[src/rtl/tb_result_checker_sat_counter.sv]
// Up-counter with synchronous clear that sticks at all-ones instead of wrapping.
module sat_counter #(
  parameter int W = 16
) (
  input  logic         clk,
  input  logic         rst,
  input  logic         clear,
  input  logic         inc,
  output logic [W-1:0] count
);

  always_ff @(posedge clk) begin
    if (rst || clear) begin
      count <= '0;
    end else if (inc && count != '1) begin
      count <= count + W'(1);
    end
  end

endmodule

[config.mk]
export PLATFORM = sky130hd
export DESIGN_NAME = sat_counter
export DESIGN_NICKNAME = d
export VERILOG_FILES = /design/src/rtl/tb_result_checker_sat_counter.sv
export SDC_FILE = /design/constraint.sdc
export NUM_CORES = 1
export LEC_CHECK = 0
export ABC_AREA = 1
export CELL_PAD_IN_SITES_DETAIL_PLACEMENT = 0
export CELL_PAD_IN_SITES_GLOBAL_PLACEMENT = 1
export CORE_ASPECT_RATIO = 0.7
export CORE_MARGIN = 2
export CORE_UTILIZATION = 30
export DETAILED_ROUTE_END_ITERATION = 16
export PLACE_DENSITY = 0.82
export SKIP_CTS_REPAIR_TIMING = 1
export SLEW_MARGIN = 20
export SYNTH_ARGS = -nofsm -noshare
export SYNTH_HDL_FRONTEND = slang
export SYNTH_SLANG_ARGS = --single-unit
[constraint.sdc]
create_clock -name clk -period 1.3 [get_ports clk]
set_input_delay 0.26 -clock clk [delete_from_list [all_inputs] [get_ports clk]]
set_output_delay 0.26 -clock clk [all_outputs]
set_load 0.01 [all_outputs]
Word-level counts from Yosys, hierarchy flattened
Cells that the tools add are included.
{ "word_totals": {"regBits": 16, "inputBits": 4, "out_inout_bits": 16} }
{ "op_classes": {"n_addsub": 1, "eq_ne": 1, "reduce_logical": 2} }
{ "op_table": {"columns": ["cell", "n"], "rows": [
  ["$add 16x1->16 const B", 1],
  ["$ne 16x16->1 const B", 1],
  ["$logic_and 1x1->1", 1],
  ["$logic_or 1x1->1", 1]
]} }

Longest topological paths before layout
Gate-level depths: netlist of the first run.
{ "depth": {"depth_word": 2, "mapped_depth": 9, "ltp_nobuf": 9} }

Worst setup path after synthesis of the first run
OpenSTA, ideal clock, no wires.
{ "synth_path": {"kind": "register -> register", "from": "reg count[1]", "to": "reg count[13]", "setup_time_ns": 0.115, "arrival_time_ns": 1.293, "required_ns": 1.185, "path_slack_ns": -0.108, "path_stages_with_launch": 8, "period_less_slack_ns": 1.408, "cell_sequence": "dfxtp_1 ha_1 nand2_1 nor2_2 nand4_2 buf_6 a21oi_1 nor2_1"} }
{ "synth_between": {"elab_chain_len": 2} }
{ "synth_rtl": {"columns": ["item", "line", "source"], "rows": [
  ["from (decl)", "9", "output logic [W-1:0] count"],
  ["from (signal assigned)", "16", "count <= count + W'(1);"],
  ["branches (longest 2 deep; another with $add 16x1->16)", null, null]
]} }
Parallel ways; which one is timed is not known.
A chain may end at the register's enable or synchronous reset.

Worst setup path after layout of the first run
{ "layout_path": {"from": "reg count[1]", "to": "reg count[2]"} }
The elaborated chain is that of the path after synthesis.

==> results by group, run 1 <==
Global routing
  • First-pass GRT wire length: 4450 um
  • Initial antenna violation count: 0
  • Total grt overflow: 0
  • GRT Total Usage: 0.156
  • Number of global-route vias before repair: 1045
  • Pin count of the biggest net entering global routing: 13

Placed design
  • IO Port Bufs: 19
  • GP Congestion: 0.860
  • Cell Area, Placed: 0.00140 sq mm
  • Dpl hpwl: 2040 um

Drt
  • Wirelength per Cell: 12.8 um
  • DRC violations left: 0
  • Wirelength, routed: 3120 um
  • DRT Pass-1 Iters: 4
  • DRT iter0 DRCs: 37
  • Vias: 1182
  • Via/cell ratio: 4.84
  • Final antenna-violating net count: 0

STA
  • Max_slew headroom: 0.844
  • Worst Hold Slack: 0.510 ns
  • Endpoints failing setup: 14
  • Fin. Hold Viols: 0
  • RSZ-0062 raised after global routing: yes
  • Final WS setup: -0.0842 ns
  • Slew @ Worst Pin: 0.233 ns
  • Final Max Tran Viols: 0
  • Tcrit/Tclk final: 1.06
  • Max Fclk: 0.722 GHz
  • Period minus WS final: 1.38 ns
  • Clock skew: 0.00373 ns

Logic synthesis
  • Asr flop ratio synth: 0
  • Yosys cell types: 21
  • Cell Area, Synth: 951 sq um
  • Number of synthesized flops with an enable pin: 0
  • Syn nets: 154
  • Syn avg cell area: 6.38 sq um
  • Sequential fraction of the synthesis area: 0.337
  • YS warnings: 0
  • Synth Register Bits: 16
  • Top_reg_cell synth: dfxtp_1
  • Cells after Synth: 149

Clocking
  • Number of H-tree levels: 1
  • Clk buf depth: 2
  • CTS Buf Count: 3
  • Clock slew at reported path FFs: 0.07 ns
  • CTS tree: yes
  • CTS Root Cell: clkbuf_8
  • Clock sinks: 16
  • Worst skew pair latency: 0.25 ns

Power and ir drop
  • PD cells: 564 mW/mm^2
  • Max IR drop VDD: 0.540 mV
  • Leakage power: 1.04 nW

Run
  • Max-cap violations: 0

Critical path
  • Critical Path Max Stage Delay: 0.36 ns
  • CP startpoint kind: flop
  • Slowest cell on the critical path: dfxtp_4
  • Crit Path Class: flop to flop
  • CP Capture Type: flop
  • Crit path arrival time: 1.54 ns
  • CP Data Required Time: 1.45 ns
  • Critical path cell sequence: ha_4 > nand2_4 > nor2_4 > nand2_4 > nor2_4 > nor2_4 > a21oi_1 > nor2_1
  • CP dominant cell by count: nor2_4
  • Crit path max fanout: 5

Die
  • FP Rows: 17
  • Core area: 0.00308 sq mm
  • Die H: 51.1 um
  • Die ar.: 0.00364 sq mm
  • IO Pins: 20
  • Initial core utilization: 0.308
  • Die X: 71.3 um

Cells and area
  • Largest register FFs: 16
  • Share of layout cells above drive strength 1: 0.466
  • Layout Cell Area excl Fill: 0.00180 sq mm
  • Fin nets: 212
  • Filler cells: 262
  • Commonest non-fill, non-tap cells in the layout: nand2_1 (32), buf_4 (28), nor2_1 (25), dlymetal6s2s_1 (16)
  • Commonest non-fill, non-tap cell in the layout: nand2_1
  • Area Growth Syn to Fin: 89.1%
  • ANT cells: 0
  • Top reg by flops: count
  • Top Registers: count (16)

Outcome
  • Failing checks: setup timing
  • Outcome: complete, but fails checks

Worst hold path
  • Hold WC Path Type: flop to flop
-- final cells by class --
type,count,area [sq um],area share
multi-input cells,118,764,0.425
repair buffers,54,528,0.294
flip-flops and latches,16,350,0.195
clock buffers,4,55.1,0.0306
inverters,14,52.6,0.0292
well taps,38,47.5,0.0264
-- path summary, 6_finish.rpt --
kind,from,depth (start not counted),endpoint,slack (ns)
worst min-delay path,count[7]$_SDFFE_PP0P_,2,count[7]$_SDFFE_PP0P_,0.51
worst max-delay path,count[1]$_SDFFE_PP0P_,8,count[2]$_SDFFE_PP0P_,-0.08
worst max register to register,count[1]$_SDFFE_PP0P_,8,count[2]$_SDFFE_PP0P_,-0.08
worst min register to register,count[7]$_SDFFE_PP0P_,2,count[7]$_SDFFE_PP0P_,0.51
-- synth_stat cells (3+ instances only) --
| cell | n | area, sq um |
|---|---|---|
| nand3_1 | 14 | 70.1 |
| nor2_2 | 3 | 18.8 |
| nand2_1 | 38 | 143 |
| inv_1 | 12 | 45.0 |
| o21ai_0 | 3 | 15.0 |
| nand2_2 | 3 | 18.8 |
| dfxtp_1 | 16 | 320 |
| a21oi_1 | 9 | 45.0 |
| nand4_1 | 3 | 18.8 |
| nor2_1 | 34 | 128 |
| nor2_4 | 4 | 45.0 |
-- stage by stage --
step | cells | TNS, ns | util | power (mW) | setup slack, ns
2_1_floorplan | 149 | 0 | - | 0.536 | 0.0168
3_3_place_gp | 232 | -2.00 | 0.454 | 0.570 | -0.187
3_5_place_dp | 232 | -2.35 | 0.454 | 0.572 | -0.189
4_1_cts | 236 | -4.80 | 0.472 | 1.03 | -0.275
5_1_grt | 244 | -1.52 | 0.583 | 1.06 | -0.150
6_report | 244 | -0.484 | 0.583 | 1.01 | -0.0842
-- kinds of logic (layout without fill, tap and decap cells) --
group	count (synthesis)	after routing	synth area share
AND/OR/NAND/NOR	102	103	0.495
AO/OA/AOI/OAI	14	14	0.0803
adder cells (fa/ha/maj)	1	1	0.0132
buffers and inverters	16	72	0.0750
flip-flops	16	16	0.337
-- worst max-delay path, delay by kind of cell (launching register included) --
kind | cells | cell delay, ns
DFF | 1 | 0.36
and+or+nand+nor | 6 | 0.62
adders and majority gates | 1 | 0.16
AOI/OAI and AO/OA | 1 | 0.15
-- per-layer routing --
metal  up-vias  routed length (um)  global-route usage  part of all wire
li1        595                   -                   -                 -
met2        27                1480               0.265              0.47
met4         0                  52              0.0503             0.017
met3         6                 137              0.0454             0.044
met1       554                1450               0.190              0.47
met5         -                   0                   0                 0
-- power by group --
| part | internal [mW] | total (mW) | switching, mW | leakage (nW) |
|---|---|---|---|---|
| Clock | 0.269 | 0.454 | 0.185 | 0.0288 |
| Combinational | 0.0363 | 0.0729 | 0.0367 | 0.869 |
| Sequential | 0.484 | 0.487 | 0.00281 | 0.138 |
| Total | 0.790 | 1.01 | 0.225 | 1.04 |
Note: power is estimated with default switching activity, not from simulation.
==> inputs of run 2 (changes only) <==
--- a/config.mk
+++ b/config.mk
@@ -8,7 +8,7 @@
 export ABC_AREA = 1
 export CELL_PAD_IN_SITES_DETAIL_PLACEMENT = 0
 export CELL_PAD_IN_SITES_GLOBAL_PLACEMENT = 1
-export CORE_ASPECT_RATIO = 0.7
+export CORE_ASPECT_RATIO = 1.25
 export CORE_MARGIN = 2
 export CORE_UTILIZATION = 30
 export DETAILED_ROUTE_END_ITERATION = 16
==> results by group, run 2 (same netlist as run 1, synthesis figures left out) <==
Global routing
  • Pin count of the biggest net entering global routing: 13
  • GRT Total Usage: 0.166
  • Total grt overflow: 0
  • Initial antenna violation count: 0
  • Number of global-route vias before repair: 957
  • First-pass GRT wire length: 4330 um

Cells and area
  • Fin nets: 201
  • FF/Latch Area: 348 sq um
  • Non-Filler Instances: 231
  • Top reg by flops: count
  • Largest register FFs: 16
  • Area Growth Syn to Fin: 66.7%
  • Commonest non-fill, non-tap cell in the layout: nand2_1
  • Top Registers: count (16)
  • Post-Route Utilization: 0.533
  • Share of layout cells above drive strength 1: 0.390
  • ANT cells: 0
  • Area taken by multi-input logic gates: 693 sq um
  • Commonest non-fill, non-tap cells in the layout: nand2_1 (36), nor2_1 (26), buf_4 (24), dlymetal6s2s_1 (15), inv_1 (12)
  • Filler cells: 307

STA
  • Fin. Hold Viols: 0
  • Clock skew: 0.00843 ns
  • Endpoints failing setup: 16
  • Max Fclk: 0.706 GHz
  • Slew @ Worst Pin: 0.241 ns
  • Tcrit/Tclk final: 1.09
  • Max_slew headroom: 0.839
  • Worst Hold Slack: 0.529 ns
  • Final Max Tran Viols: 0
  • RSZ-0062 raised after global routing: yes
  • Period minus WS final: 1.42 ns
  • Setup TNS: -0.904 ns
  • Final WS setup: -0.117 ns

Die
  • IO Pins: 20
  • Die H: 66.9 um
  • Die ar.: 0.00364 sq mm
  • Core area: 0.00297 sq mm
  • FP Rows: 22
  • Initial core utilization: 0.320
  • Die X: 54.4 um

Power and ir drop
  • Internal power: 0.631 mW
  • Power share of the sequential group: 0.571
  • Clock power frac: 0.347
  • Max IR drop VDD: 0.360 mV
  • PD cells: 538 mW/mm^2
  • Leakage power: 0.868 nW
  • Comb power frac: 0.082
  • Sw frac: 0.260
  • Switching power: 0.222 mW

Worst hold path
  • Hold Crit Depth: 2
  • Hold WC Path Type: flop to flop

Drt
  • DRT iter0 DRCs: 17
  • Final antenna-violating net count: 0
  • Vias: 1082
  • Via/cell ratio: 4.68
  • Wirelength per Cell: 12.4 um
  • Wirelength, routed: 2870 um
  • DRC violations left: 0
  • DRT Pass-1 Iters: 4

Critical path
  • CP Data Required Time: 1.54 ns
  • Crit path arrival time: 1.65 ns
  • Slowest cell on the critical path: dfxtp_4
  • Critical path depth in cells: 10
  • Worst reg2reg path depth: 10
  • Critical path cell sequence: ha_4 > buf_4 > nand3_4 > nor2_4 > nand2_2 > inv_2 > nand3_1 > nand2_1 > inv_1 > nor2_1
  • CP startpoint kind: flop
  • Crit path max fanout: 4
  • WP buf/inv: 3
  • Critical Path Max Stage Delay: 0.38 ns
  • CP Capture Type: flop
  • Crit-path leading delay family: simple AND/OR/NAND/NOR gates
  • Crit Path Class: flop to flop

Run
  • Max-cap violations: 0

Outcome
  • Outcome: complete, but fails checks
  • Failing checks: setup timing

Clocking
  • CTS Root Cell: clkbuf_4
  • Number of H-tree levels: 1
  • Clock sinks: 16
  • CTS Buf Count: 3
  • CTS tree: yes
  • Clk buf depth: 2
  • Clock slew at reported path FFs: 0.11 ns
  • Worst skew pair latency: 0.30 ns

Placed design
  • IO Port Bufs: 19
  • Dpl hpwl: 2020 um
  • Placed insts: 225
  • GP Congestion: 0.777
  • Setup WS pre-CTS: -0.204 ns
[run 2: stage by stage]
step / total power, mW / area (sq um)
2_1_floorplan: 0.536 / 971
3_3_place_gp: 0.570 / 1360
3_5_place_dp: 0.573 / 1360
4_1_cts: 0.858 / 1390
5_1_grt: 0.888 / 1590
6_report: 0.853 / 1590
[run 2: layout make-up]
cell class                 count  share of cell area
multi-input combinational    117               0.437
timing repair buffer          44               0.265
sequential                    16               0.219
inverter                      14              0.0331
tap                           36              0.0284
clock buffer                   3              0.0142
clock inverter                 1             0.00237
[run 2: tightest hold or removal path, delay by kind of cell, from the launching register on]
kind	cells	cell delay [ns]
DFF	1	0.37
AOI/OAI and AO/OA	1	0.04
and+or+nand+nor	1	0.09
[run 2: per-layer routing]
metal	up-vias	part of all wire	track usage
li1	565	-	-
met1	492	0.43	0.202
met2	21	0.52	0.273
met3	4	0.032	0.0269
met4	0	0.021	0.0844
met5	-	0	0
[run 2: power by group through the flow]
stage | Combinational, mW | Clock [mW] | Sequential (mW)
finish | 0.0700 | 0.296 | 0.487
global route | 0.0781 | 0.322 | 0.487
CTS | 0.0681 | 0.297 | 0.494
detailed placement | 0.0679 | 0 | 0.505
global placement | 0.0658 | 0 | 0.504
floorplan | 0.0282 | 0 | 0.508
[run 2: final timing paths]
kind / slack (ns) / endpoint / startpoint
max reg2reg: -0.12 / count[10]$_SDFFE_PP0P_ / count[0]$_SDFFE_PP0P_
min reg2reg: 0.53 / count[15]$_SDFFE_PP0P_ / count[15]$_SDFFE_PP0P_
max: -0.12 / count[10]$_SDFFE_PP0P_ / count[0]$_SDFFE_PP0P_
min: 0.53 / count[15]$_SDFFE_PP0P_ / count[15]$_SDFFE_PP0P_
